<file path="config.mk">
export PLATFORM = sky130hd
export DESIGN_NAME = eq_arbiter_flat
export DESIGN_NICKNAME = d
export VERILOG_FILES = /design/src/rtl/eq_arbiter_if.sv /design/src/rtl/eq_arbiter.sv /design/src/flat_wrapper.sv
export SDC_FILE = /design/constraint.sdc
export NUM_CORES = 1
export LEC_CHECK = 0
export BUFFER_PORTS_ARGS = -buffer_cell sky130_fd_sc_hd__buf_2
export CAP_MARGIN = 0
export CORE_AREA = 2 2 137 139
export CTS_CLUSTER_SIZE = 16
export DETAILED_ROUTE_END_ITERATION = 7
export DIE_AREA = 0 0 139 141
export GPL_ROUTABILITY_DRIVEN = 0
export PLACE_DENSITY = 0.59
export SETUP_SLACK_MARGIN = 0.4
export SLEW_MARGIN = 20
export SYNTH_ARGS = -nofsm -noshare
export SYNTH_HDL_FRONTEND = slang
export SYNTH_SLANG_ARGS = --single-unit
</file>
<file path="constraint.sdc">
create_clock -name clk -period 2.2 [get_ports clk]
set_input_delay 0.33 -clock clk [delete_from_list [all_inputs] [get_ports clk]]
set_output_delay 0.33 -clock clk [all_outputs]
set_load 0.02 [all_outputs]
</file>
<file path="src/rtl/eq_arbiter_if.sv">
// Bus between the requesters, the shared equality comparator and eq_arbiter.
// The slave side is the arbiter; the master side is the requester/comparator environment.
`default_nettype none

interface eq_arbiter_if #(
  parameter int N  = 4,
  parameter int W  = 32,
  parameter int CW = 16
);
  localparam int GW = (N > 1) ? $clog2(N) : 1;

  logic [N-1:0]   req_valid;
  logic [N*W-1:0] req_x;
  logic [N*W-1:0] req_y;
  logic [N-1:0]   done;
  logic           result;
  logic [GW-1:0]  grant_id;
  logic           busy;
  logic [W-1:0]   cmp_x;
  logic [W-1:0]   cmp_y;
  logic           cmp_z;
  logic           clr_count;
  logic [CW-1:0]  match_count;

  modport slave (
    input  req_valid, req_x, req_y, cmp_z, clr_count,
    output done, result, grant_id, busy, cmp_x, cmp_y, match_count
  );

  modport master (
    output req_valid, req_x, req_y, cmp_z, clr_count,
    input  done, result, grant_id, busy, cmp_x, cmp_y, match_count
  );
endinterface

`default_nettype wire

</file>
<file path="src/rtl/eq_arbiter.sv">
// Round-robin arbiter/sequencer sharing one external equality comparator among N requesters.
// Revision: 1.0 - initial release
`default_nettype none

module eq_arbiter #(
  parameter int N  = 4,
  parameter int W  = 32,
  parameter int CW = 16
) (
  input  wire logic       clk,
  input  wire logic       rst_n,
  eq_arbiter_if.slave     bus
);
  localparam int GW = (N > 1) ? $clog2(N) : 1;

  typedef enum logic [1:0] {
    S_IDLE = 2'd0,
    S_CMP  = 2'd1,
    S_DONE = 2'd2
  } state_t;

  state_t          r_state;
  logic [GW-1:0]   r_ptr;
  logic [GW-1:0]   r_grant;
  logic [W-1:0]    r_op_x;
  logic [W-1:0]    r_op_y;
  logic [N-1:0]    r_done;
  logic            r_result;
  logic            r_busy;
  logic [CW-1:0]   r_count;

  logic [GW-1:0]   w_win;
  logic [GW-1:0]   w_idx;
  logic            w_found;

  // Search ascends from r_ptr with wrap; first asserted request wins.
  always_comb begin
    w_found = 1'b0;
    w_win   = '0;
    w_idx   = '0;
    for (int k = 0; k < N; k++) begin
      w_idx = GW'((int'(r_ptr) + k) % N);
      if (!w_found && bus.req_valid[w_idx]) begin
        w_found = 1'b1;
        w_win   = w_idx;
      end
    end
  end

  always_ff @(posedge clk or negedge rst_n) begin
    if (!rst_n) begin
      r_state  <= S_IDLE;
      r_ptr    <= '0;
      r_grant  <= '0;
      r_op_x   <= '0;
      r_op_y   <= '0;
      r_done   <= '0;
      r_result <= 1'b0;
      r_busy   <= 1'b0;
      r_count  <= '0;
    end else begin
      r_done <= '0;
      case (r_state)
        S_IDLE: begin
          if (w_found) begin
            r_op_x  <= bus.req_x[int'(w_win)*W +: W];
            r_op_y  <= bus.req_y[int'(w_win)*W +: W];
            r_grant <= w_win;
            r_busy  <= 1'b1;
            r_state <= S_CMP;
          end
        end
        S_CMP: begin
          r_result <= bus.cmp_z;
          if (bus.cmp_z && (r_count != '1)) begin
            r_count <= r_count + 1'b1;
          end
          r_done  <= N'(1) << r_grant;
          r_state <= S_DONE;
        end
        S_DONE: begin
          r_ptr   <= (r_grant == GW'(N-1)) ? '0 : r_grant + 1'b1;
          r_busy  <= 1'b0;
          r_state <= S_IDLE;
        end
        default: begin
          r_state <= S_IDLE;
        end
      endcase
      // A clear in the same cycle as an increment takes precedence.
      if (bus.clr_count) begin
        r_count <= '0;
      end
    end
  end

  assign bus.done        = r_done;
  assign bus.result      = r_result;
  assign bus.grant_id    = r_grant;
  assign bus.busy        = r_busy;
  assign bus.cmp_x       = r_op_x;
  assign bus.cmp_y       = r_op_y;
  assign bus.match_count = r_count;

endmodule

`default_nettype wire

</file>
<file path="src/flat_wrapper.sv">
// flat-port wrapper written by rule: the top's interface ports become plain ports
module eq_arbiter_flat 
#(
  parameter int N  = 4,
  parameter int W  = 32,
  parameter int CW = 16
)
  (clk, rst_n, bus_req_valid, bus_req_x, bus_req_y, bus_cmp_z, bus_clr_count, bus_done, bus_result, bus_grant_id, bus_busy, bus_cmp_x, bus_cmp_y, bus_match_count);
  eq_arbiter_if #(.N(N), .W(W), .CW(CW)) bus_i ();
  input  wire logic clk;
  input  wire logic rst_n;
  input wire logic [$bits(bus_i.req_valid)-1:0] bus_req_valid;
  input wire logic [$bits(bus_i.req_x)-1:0] bus_req_x;
  input wire logic [$bits(bus_i.req_y)-1:0] bus_req_y;
  input wire logic [$bits(bus_i.cmp_z)-1:0] bus_cmp_z;
  input wire logic [$bits(bus_i.clr_count)-1:0] bus_clr_count;
  output wire logic [$bits(bus_i.done)-1:0] bus_done;
  output wire logic [$bits(bus_i.result)-1:0] bus_result;
  output wire logic [$bits(bus_i.grant_id)-1:0] bus_grant_id;
  output wire logic [$bits(bus_i.busy)-1:0] bus_busy;
  output wire logic [$bits(bus_i.cmp_x)-1:0] bus_cmp_x;
  output wire logic [$bits(bus_i.cmp_y)-1:0] bus_cmp_y;
  output wire logic [$bits(bus_i.match_count)-1:0] bus_match_count;
  assign bus_i.req_valid = bus_req_valid;
  assign bus_i.req_x = bus_req_x;
  assign bus_i.req_y = bus_req_y;
  assign bus_i.cmp_z = bus_cmp_z;
  assign bus_i.clr_count = bus_clr_count;
  assign bus_done = bus_i.done;
  assign bus_result = bus_i.result;
  assign bus_grant_id = bus_i.grant_id;
  assign bus_busy = bus_i.busy;
  assign bus_cmp_x = bus_i.cmp_x;
  assign bus_cmp_y = bus_i.cmp_y;
  assign bus_match_count = bus_i.match_count;
  eq_arbiter #(.N(N), .W(W), .CW(CW)) u_core (.clk(clk), .rst_n(rst_n), .bus(bus_i));
endmodule
</file>
==> results_dict.tcl <==
set metrics [dict create \
    dpl.cell_count 1061 \
    drv_cap 0 \
    dpl.hpwl_microns 14100 \
    fin_hold_ws_ns 0.284 \
    synthFlopType "dfrtp_1" \
    p_leak_nw 4.51 \
    crit_buf_inv 2 \
    drive_gt1_share_pct 53.1 \
    rows 50 \
    grt_pass1_wl_microns 29600 \
    via_count 5468 \
    clkLatencyLatePin_ns 0.34 \
    wl_per_cell_microns 19.0 \
    crit_family "flip-flops" \
    ys_ff_latch 92 \
    gr-total-overflow 0 \
    postSynthAreaPerCell_sq_um 10.8 \
    avgViaCountPerCell 4.95 \
    boundaryPins 352 \
    synth_cells 493 \
    seq_area_frac_synth_pct 43.4 \
    period_needed_ns 1.83 \
    critical_path.slowest_cell "dfrtp_1" \
    track_usage_pct 19.2 \
    fillers 1781 \
    cp_slowest_stage_delay_ns 0.44 \
    start_util_pct 29.1 \
    period_share_pct 83.2 \
    syn_area_sq_um 5310 \
    portBuffers 351 \
    power_density_nw_per_um2 1310 \
    final_nets 1134 \
    finalHoldViolCount 0 \
    setup-tns-final_ns 0 \
    grt_max_degree 41 \
    slew_violations 0 \
    cts_made_buffers 9 \
    status "completed" \
    power.total_mw 11.0 \
    worst_pin_slew_ns 0.504 \
    finalClockSkew_ns 0.00957 \
    die_h_microns 141 \
    fp.dieW_microns 139 \
    yosys_warnings 0 \
    synth_cell_types 39 \
    startpoint_type "register" \
    post-route-drc-count 0 \
    drt-total-wl_microns 21000 \
    synth-edff-count 0 \
    max_slew_margin_pct 66.1 \
    path_max_fanout 28 \
    clock_sinks 92 \
    cts-htree-levels 3 \
    ys_async_sr_fraction_pct 100 \
    rsz0062_at_grt "true" \
    die_area_sq_um 19600 \
    hold_path.class "primary input to register" \
    cts_root_buffer "clkbuf_16" \
    ant_nets 0 \
    initialDrtViolationCount 262 \
    fin_cells 1105 \
    area_growth_pct 59.0 \
    grt_pass1_vias 5392 \
    cts_tree "yes" \
    path_clk_slew_ns 0.07 \
    crit_arrival_ns 2.04 \
    antenna_found_initial 1 \
    worstPathRequired_ns 2.41 \
    cp-end-kind "register" \
    syn_nets 762 \
    finalSetupViolCount 0 \
    max_clock_freq_mhz 546 \
    final_util_pct 46.2 \
    cp_cell_sequence "nor2b_2 > nor3_2 > o22ai_4 > buf_12 > buf_16 > mux2i_1 > o221ai_1" \
    drt_first_pass_iters 4 \
    criticalPathCategory "register to register" \
    core_area_sq_um 18300 \
    clock_path_buffers 2 \
    irDropWorstVdd_v 0.000810 \
]
[cells by family (layout without fill, tap and decap cells)]
group                      Yosys count  in the layout  synth area share (%)
AOI/OAI and AO/OA                   79             79                  12.4
buffers and inverters               45            422                  4.52
DFF                                 92             92                  43.4
xor gates and xnor gates            14             14                  2.31
muxes                              129            129                  24.3
and+or+nand+nor                    129            129                  11.9
other                                0              1                     0
adders and majority gates            5              5                  1.18
[layout make-up]
cell class / instances / area (sq um) / share of cell area [%]
multi-input combinational: 356 / 2980 / 35.4
timing repair buffer: 399 / 2540 / 30.1
sequential: 92 / 2300 / 27.3
tap: 234 / 293 / 3.47
clock buffer: 11 / 253 / 2.99
clock inverter: 5 / 35.0 / 0.415
inverter: 7 / 26.3 / 0.311
antenna: 1 / 2.50 / 0.0297
[cell usage in the layout, fill, tap and decap left out, types with 5 or more instances in the layout]
cell type and count:
buf_12 8, buf_16 6, buf_2 350, buf_4 16, buf_8 6, clkbuf_16 17, dfrtp_1 91, inv_1 7
mux2i_1 107, mux2i_2 18, nand2_1 70, nand3_1 5, nor2_1 18, o21ai_0 5, o221ai_1 62, xnor2_1 14
[routing by layer]
metal | up-vias | part of all wire [%] | wire length (microns) | GRT usage [%]
met4 | 0 | 1.4 | 300 | 5.32
met5 | - | 0 | 0 | 0
li1 | 2596 | - | - | -
met1 | 2642 | 43 | 9100 | 25.5
met2 | 211 | 49 | 10300 | 31.5
met3 | 19 | 6.4 | 1340 | 4.45
[synthesized netlist by cell type, drive strengths merged (2+ instances only)]
cell type / instances / area (sq um)
xnor2: 14 / 123
clkbuf: 9 / 33.8
nor2: 18 / 67.6
dfrtp: 92 / 2300
or2: 3 / 18.8
and2: 4 / 25.0
o21ai: 5 / 25.0
o221ai: 64 / 561
ha: 5 / 62.6
nand2: 71 / 267
nand4: 3 / 18.8
buf: 29 / 180
a21oi: 3 / 15.0
nor3: 6 / 30.0
mux2i: 128 / 1280
nor4b: 4 / 47.6
inv: 7 / 26.3
nor4: 6 / 58.8
o22ai: 2 / 18.8
nand3: 5 / 25.0
nor2b: 3 / 18.8
or3: 3 / 18.8
[sequential cells by signal, summed over array words and instances, names as in the netlist]
register / flops
u_core.bus.busy: 1
u_core.bus.cmp_x: 32
u_core.bus.cmp_y: 32
u_core.bus.done: 4
u_core.bus.grant_id: 2
u_core.bus.match_count: 16
u_core.bus.result: 1
u_core.r_ptr: 2
u_core.r_state: 2
[metrics by stage]
stage | instance area, sq um | worst slack, ns
6_report | 8440 | 0.370
5_1_grt | 8440 | 0.292
4_1_cts | 7940 | 0.380
3_5_place_dp | 7420 | 0.150
3_3_place_gp | 7420 | 0.205
2_1_floorplan | 5310 | 0.441
[report_power, final]
part           switching [mW]  internal [mW]  total (mW)
combinational            3.59           3.07        6.66
clock                   0.703          0.832        1.53
sequential              0.430           2.40        2.83
total                    4.73           6.30        11.0
[timing repair]
item / 4_1_cts / 5_1_grt
cloned: 4 / 10
hold buffers: 1 / 0
setup buffers: 5 / 7
gates resized for setup: 15 / 51
pin swaps: 1 / 24
endpoints found under the hold margin: 29 / 0
endpoints found under the setup margin: 64 / 79
[worst reg2reg max path, stage by stage (launching register included)]
cell and delay (ns):
dfrtp_1 0.44, nor2b_2 0.18, nor3_2 0.08, o22ai_4 0.16, buf_12 0.18, buf_16 0.21
mux2i_1 0.32, o221ai_1 0.13
[final timing paths]
| path | end | from | cells after the start | slack [ns] |
|---|---|---|---|---|
| worst max-delay path | u_core.bus.cmp_x[1] | u_core.r_ptr[0] | 7 | 0.37 |
| worst min-delay path | u_core.bus.cmp_y[22] | bus_req_y[54] | 3 | 0.28 |
| worst max register to register | u_core.bus.cmp_x[1] | u_core.r_ptr[0] | 7 | 0.37 |
| worst min register to register | u_core.bus.cmp_x[1] | u_core.bus.cmp_x[1] | 2 | 0.48 |
| max in group asynchronous | u_core.bus.cmp_y[3] | rst_n | 3 | 1.04 |
| min in group asynchronous | u_core.bus.match_count[1] | rst_n | 2 | 0.46 |
No activity file was read; power rests on OpenSTA's default activity.
